==> src/rtl/mem_ctrl_pkg.sv <==
// Shared encodings for the byte-serial memory controller: FSM states, port owner,
// request length codes and common constants.
package mem_ctrl_pkg;

    typedef enum logic [1:0] {
        StIdle,
        StRead,
        StWrite,
        StDone
    } state_e;

    typedef enum logic {
        OwnIf,
        OwnMem
    } owner_e;

    // mem_len_i holds byte count minus one
    localparam logic [1:0] LenByte = 2'd0;
    localparam logic [1:0] LenHalf = 2'd1;
    localparam logic [1:0] LenWord = 2'd3;

    localparam logic        True  = 1'b1;
    localparam logic        False = 1'b0;
    localparam logic [31:0] Zero  = 32'h0;

endpackage

==> src/rtl/mem_ctrl.sv <==
// Arbitrates the single byte-wide RAM port between instruction fetch and the MEM stage,
// serialising 1/2/4-byte requests and assembling read bytes little-endian.
module mem_ctrl
    import mem_ctrl_pkg::*;
#(
    parameter int unsigned ADDR_W = 32
) (
    input  logic              clk,
    input  logic              rst,
    input  logic              if_req_i,
    input  logic [ADDR_W-1:0] if_addr_i,
    input  logic              if_flush_i,
    output logic              if_done_o,
    output logic [31:0]       if_data_o,
    input  logic              mem_r_req_i,
    input  logic              mem_w_req_i,
    input  logic [ADDR_W-1:0] mem_addr_i,
    input  logic [1:0]        mem_len_i,
    input  logic [31:0]       mem_w_data_i,
    output logic              mem_done_o,
    output logic [31:0]       mem_data_o,
    input  logic [7:0]        ram_din_i,
    output logic [7:0]        ram_dout_o,
    output logic [ADDR_W-1:0] ram_a_o,
    output logic              ram_wr_o
);

    state_e            state_q;
    owner_e            owner_q;
    logic [ADDR_W-1:0] base_q;
    logic [2:0]        n_q;
    logic [2:0]        cnt_q;
    logic [31:0]       buf_q;

    logic [2:0]        cnt_nx;
    logic [1:0]        lane;
    logic [31:0]       buf_merged;
    logic [ADDR_W-1:0] next_a;
    logic [7:0]        wr_byte;

    always_comb begin
        cnt_nx = cnt_q + 3'd1;
        // cnt == 4 wraps to lane 3 through the 2-bit subtraction
        lane   = 2'(cnt_q[1:0] - 2'd1);
        next_a = base_q + ADDR_W'(cnt_nx);
        wr_byte = mem_w_data_i[{cnt_nx[1:0], 3'b000} +: 8];
        buf_merged = buf_q;
        buf_merged[{lane, 3'b000} +: 8] = ram_din_i;
    end

    always_ff @(posedge clk) begin
        if (rst) begin
            state_q    <= StIdle;
            owner_q    <= OwnIf;
            base_q     <= '0;
            n_q        <= '0;
            cnt_q      <= '0;
            buf_q      <= Zero;
            if_done_o  <= False;
            if_data_o  <= Zero;
            mem_done_o <= False;
            mem_data_o <= Zero;
            ram_dout_o <= '0;
            ram_a_o    <= '0;
            ram_wr_o   <= False;
        end else begin
            if_done_o  <= False;
            mem_done_o <= False;
            ram_wr_o   <= False;
            ram_a_o    <= '0;
            ram_dout_o <= '0;
            unique case (state_q)
                StIdle: begin
                    if (mem_r_req_i || mem_w_req_i) begin
                        owner_q <= OwnMem;
                        base_q  <= mem_addr_i;
                        n_q     <= 3'(mem_len_i) + 3'd1;
                        cnt_q   <= '0;
                        buf_q   <= Zero;
                        ram_a_o <= mem_addr_i;
                        if (mem_w_req_i) begin
                            state_q    <= StWrite;
                            ram_wr_o   <= True;
                            ram_dout_o <= mem_w_data_i[7:0];
                        end else begin
                            state_q <= StRead;
                        end
                    end else if (if_req_i && !if_flush_i) begin
                        owner_q <= OwnIf;
                        base_q  <= if_addr_i;
                        n_q     <= 3'(LenWord) + 3'd1;
                        cnt_q   <= '0;
                        buf_q   <= Zero;
                        ram_a_o <= if_addr_i;
                        state_q <= StRead;
                    end
                end
                StRead: begin
                    if (owner_q == OwnIf && if_flush_i) begin
                        state_q <= StIdle;
                        cnt_q   <= '0;
                    end else begin
                        if (cnt_q != 3'd0) buf_q <= buf_merged;
                        if (cnt_q == n_q) begin
                            state_q <= StDone;
                            if (owner_q == OwnIf) begin
                                if_done_o <= True;
                                if_data_o <= buf_merged;
                            end else begin
                                mem_done_o <= True;
                                mem_data_o <= buf_merged;
                            end
                        end else begin
                            cnt_q <= cnt_nx;
                            if (cnt_nx != n_q) ram_a_o <= next_a;
                        end
                    end
                end
                StWrite: begin
                    if (cnt_q == n_q - 3'd1) begin
                        state_q    <= StDone;
                        mem_done_o <= True;
                        mem_data_o <= buf_q;
                    end else begin
                        cnt_q      <= cnt_nx;
                        ram_wr_o   <= True;
                        ram_a_o    <= next_a;
                        ram_dout_o <= wr_byte;
                    end
                end
                StDone: begin
                    // requests are deliberately not sampled here
                    state_q <= StIdle;
                    cnt_q   <= '0;
                end
                default: state_q <= StIdle;
            endcase
        end
    end

endmodule

==> config.mk <==
export PLATFORM = sky130hd
export DESIGN_NAME = mem_ctrl
export DESIGN_NICKNAME = d
export VERILOG_FILES = /design/src/rtl/mem_ctrl_pkg.sv /design/src/rtl/mem_ctrl.sv
export SDC_FILE = /design/constraint.sdc
export NUM_CORES = 1
export LEC_CHECK = 0
export BUFFER_PORTS_ARGS = -buffer_cell sky130_fd_sc_hd__buf_2
export CAP_MARGIN = 40
export CORE_ASPECT_RATIO = 2
export CORE_MARGIN = 2
export CORE_UTILIZATION = 35
export CTS_BUF_LIST = sky130_fd_sc_hd__clkbuf_8
export DETAILED_ROUTE_END_ITERATION = 8
export SETUP_SLACK_MARGIN = 0.2
export SYNTH_ARGS = -nofsm -noshare
export SYNTH_HDL_FRONTEND = slang
export SYNTH_SLANG_ARGS = --single-unit
==> constraint.sdc <==
create_clock -name clk -period 3 [get_ports clk]
set_clock_uncertainty 0.05 [all_clocks]
set_input_delay 0.6 -clock clk [delete_from_list [all_inputs] [get_ports clk]]
set_output_delay 0.6 -clock clk [all_outputs]
set_load 0.03 [all_outputs]
==> run summary <==
Core Util, Final = 0.4284
setup violators final = 0
Mean Syn Cell Area = 8.425 um2
Cell variety after synth = 64
Pre-antenna DRT Iters = 5
ys flop type = dfxtp_1
WL final = 27780 um
area occupied by multi-input gates = 0.004682 mm2
Die X = 114.9 um
Critical Path Start = cnt_q[0]
Skew-Pair Late Insertion Delay = 0.49 ns
port bufs = 218
CTS tree = done
Leak = 4.500 nW
Worst-path clk slew = 0.09 ns
Slew headroom = 0.5656
VDD IR max = 338.9 uV
vias in the first global route = 7775
final std cell area, no fill = 0.01042 mm2
reg2reg setup slack = 0.38 ns
worst reg2reg path startpoint = cnt_q[0]
Arr. time, crit path = 3.00 ns
RSZ-0062 raised after global routing = no
share of layout cells above drive strength 1 = 0.2518
status = finished clean
top-area cell type share of the netlist area = 0.4185
# Post-CTS Setup Buffers = 0
count of final hold-check violations = 0
most frequent cells in the layout = buf_2 (217), dfxtp_1 (180), nor2_1 (144)
Final Cycle Share = 0.8732
area delta synth->final = 21.01%
CTS Buf Count = 17
Ys Warns = 0
# rows = 81
Fmax = 381.7 MHz
Yosys reg bits = 180
max-slew violations = 0
nets = 1339
actual slew at the worst max-slew pin = 0.6516 ns
number of antenna diodes = 0
GPL Wtd Cong = 0.8941
htree depth = 4
dominant cells by area after synthesis = dfxtp_1 (42%), nor2_1 (6.3%), a21oi_1 (5.6%)
# hold bufs at CTS = 0
CTS Root Cell = clkbuf_8
asr flop ratio synth = 0
vias post-DR = 8091
Initial Util = 0.3540
worst-path maximum fanout = 7
drt wl/cell = 18.36 um
Seq. cell area = 0.003603 mm2
Hold WC Path Type = in2reg
commonest non-fill, non-tap cell in the layout = buf_2
critical path endpoint category = flop
Synth Net Count = 1150
vias per std cell = 5.348
# DRC = 0
CP required = 3.38 ns
Chip Height = 225.8 um
post-DP HPWL = 20640 um
first-pass GRT wire length = 42020 um
Final min period = 2.620 ns
maxcap violations = 0
fillers = 2498
setup TNS = 0 ns
startpoint types = flop
pin count of the biggest net entering global routing = 127
Pwr Density = 779.9 mW/mm2
IO Pins = 219
Syn Inst Count = 1022
CTS max path bufs = 2
Worst Reg-to-Reg Cells = 8
area leader, netlist = dfxtp_1
DRT iter0 DRCs = 288
global route overflow = 0
critical path class = reg2reg
Post-synth EDFFs = 0
Routed Antenna Nets = 0
Mapped Area = 0.008611 mm2
post-cts resize count = 0
FF-to-FF End = ram_a_o[25]
sequential fraction of the synthesis area = 0.4185
Worst Setup EP = ram_a_o[25]
Sink Count = 180
core area = 0.02432 mm2
die area = 0.02595 mm2
final worst setup slack = 0.3804 ns
dpl cell area = 0.01001 mm2
initial antenna violation count = 1
total track usage = 0.2105
pre-CTS WS = 0.3405 ns
[registers in the layout, summed over array words and instances, names as in the netlist]
signal and flops:
if_data_o 32, buf_q 32, ram_a_o 32, state_q 2, if_done_o 1, ram_dout_o 8, owner_q 1, n_q 3
ram_wr_o 1, mem_data_o 32, mem_done_o 1, cnt_q 3, base_q 32
[worst min-delay path by stage]
stage          cells after the start            start  slack, ns             to
3_3_place_gp                       2        buf_q[30]       0.41      buf_q[30]
4_1_cts                            3  mem_w_data_i[5]       0.28  ram_dout_o[5]
3_5_place_dp                       2        base_q[0]       0.42      base_q[0]
6_report                           3  mem_w_data_i[5]       0.32  ram_dout_o[5]
2_1_floorplan                      2        base_q[0]       0.39      base_q[0]
5_1_grt                            3  mem_w_data_i[5]       0.31  ram_dout_o[5]
[area by class of cell]
class,instances,area share
Inverter,9,0.003242
Tap cell,290,0.03482
Clock inverter,10,0.01033
Clock buffer,21,0.02774
Sequential cell,180,0.3458
Multi-Input combinational cell,757,0.4493
Timing Repair Buffer,246,0.1287
[power by group]
part / internal (mW) / total (mW) / switching (mW)
Clock: 0.815 / 1.69 / 0.877
Sequential: 2.78 / 3.10 / 0.319
Combinational: 1.12 / 3.34 / 2.22
Total: 4.71 / 8.13 / 3.42
[critical path, cell delays in order, from the launching register on]
cell and delay [ns]:
dfxtp_1 0.34, ha_1 0.26, xor2_1 0.16, ha_1 0.37
a21oi_1 0.11, a211o_2 0.42, or4_1 0.49, a21bo_2 0.23
a21oi_1 0.13
[layer usage]
| metal | track usage | up-vias | routed length (um) | share of wire |
|---|---|---|---|---|
| li1 | - | 3980 | - | - |
| met1 | 0.2139 | 3845 | 10140 | 0.37 |
| met2 | 0.4042 | 211 | 15500 | 0.56 |
| met3 | 0.02657 | 53 | 995 | 0.036 |
| met4 | 0.1127 | 2 | 1131 | 0.041 |
| met5 | 0 | - | 13 | 0.00047 |
[Yosys cell counts (all sizes together), types with 3 or more instances]
master  instances
a211oi         42
a21boi          3
a21oi          97
a22o            9
a22oi          17
a311oi          9
and2            4
and3            5
and4            7
buf            24
clkbuf         52
dfxtp         180
ha             15
inv             9
mux2i          44
mux4            8
nand2         115
nand2b          6
nand3          11
nand4           8
nor2          145
nor2b          34
nor3           45
nor4            9
o21ai          38
o22ai          21
o31a            3
xnor2          15
xor2           13
[metrics by stage]
stage / hold slack, ns / power, mW / cells
floorplan: 0.3906 / 5.437 / 1022
CTS: 0.2818 / 8.217 / 1513
finish: 0.3177 / 8.126 / 1513
global route: 0.3065 / 8.569 / 1513
detailed placement: 0.4215 / 6.510 / 1482
global placement: 0.4066 / 6.476 / 1482
[cell families (layout without fill, tap and decap cells)]
group	Yosys count	in the layout	share of synthesized area
AO/OA/AOI/OAI	258	258	0.1906
XOR/XNOR	30	30	0.03371
adder cells (fa/ha/maj)	16	16	0.02412
buffers and inverters	85	286	0.04098
flip-flops	180	180	0.4185
multiplexers	53	53	0.07338
AND/OR/NAND/NOR	400	400	0.2187
Note: power is estimated with default switching activity, not from simulation.
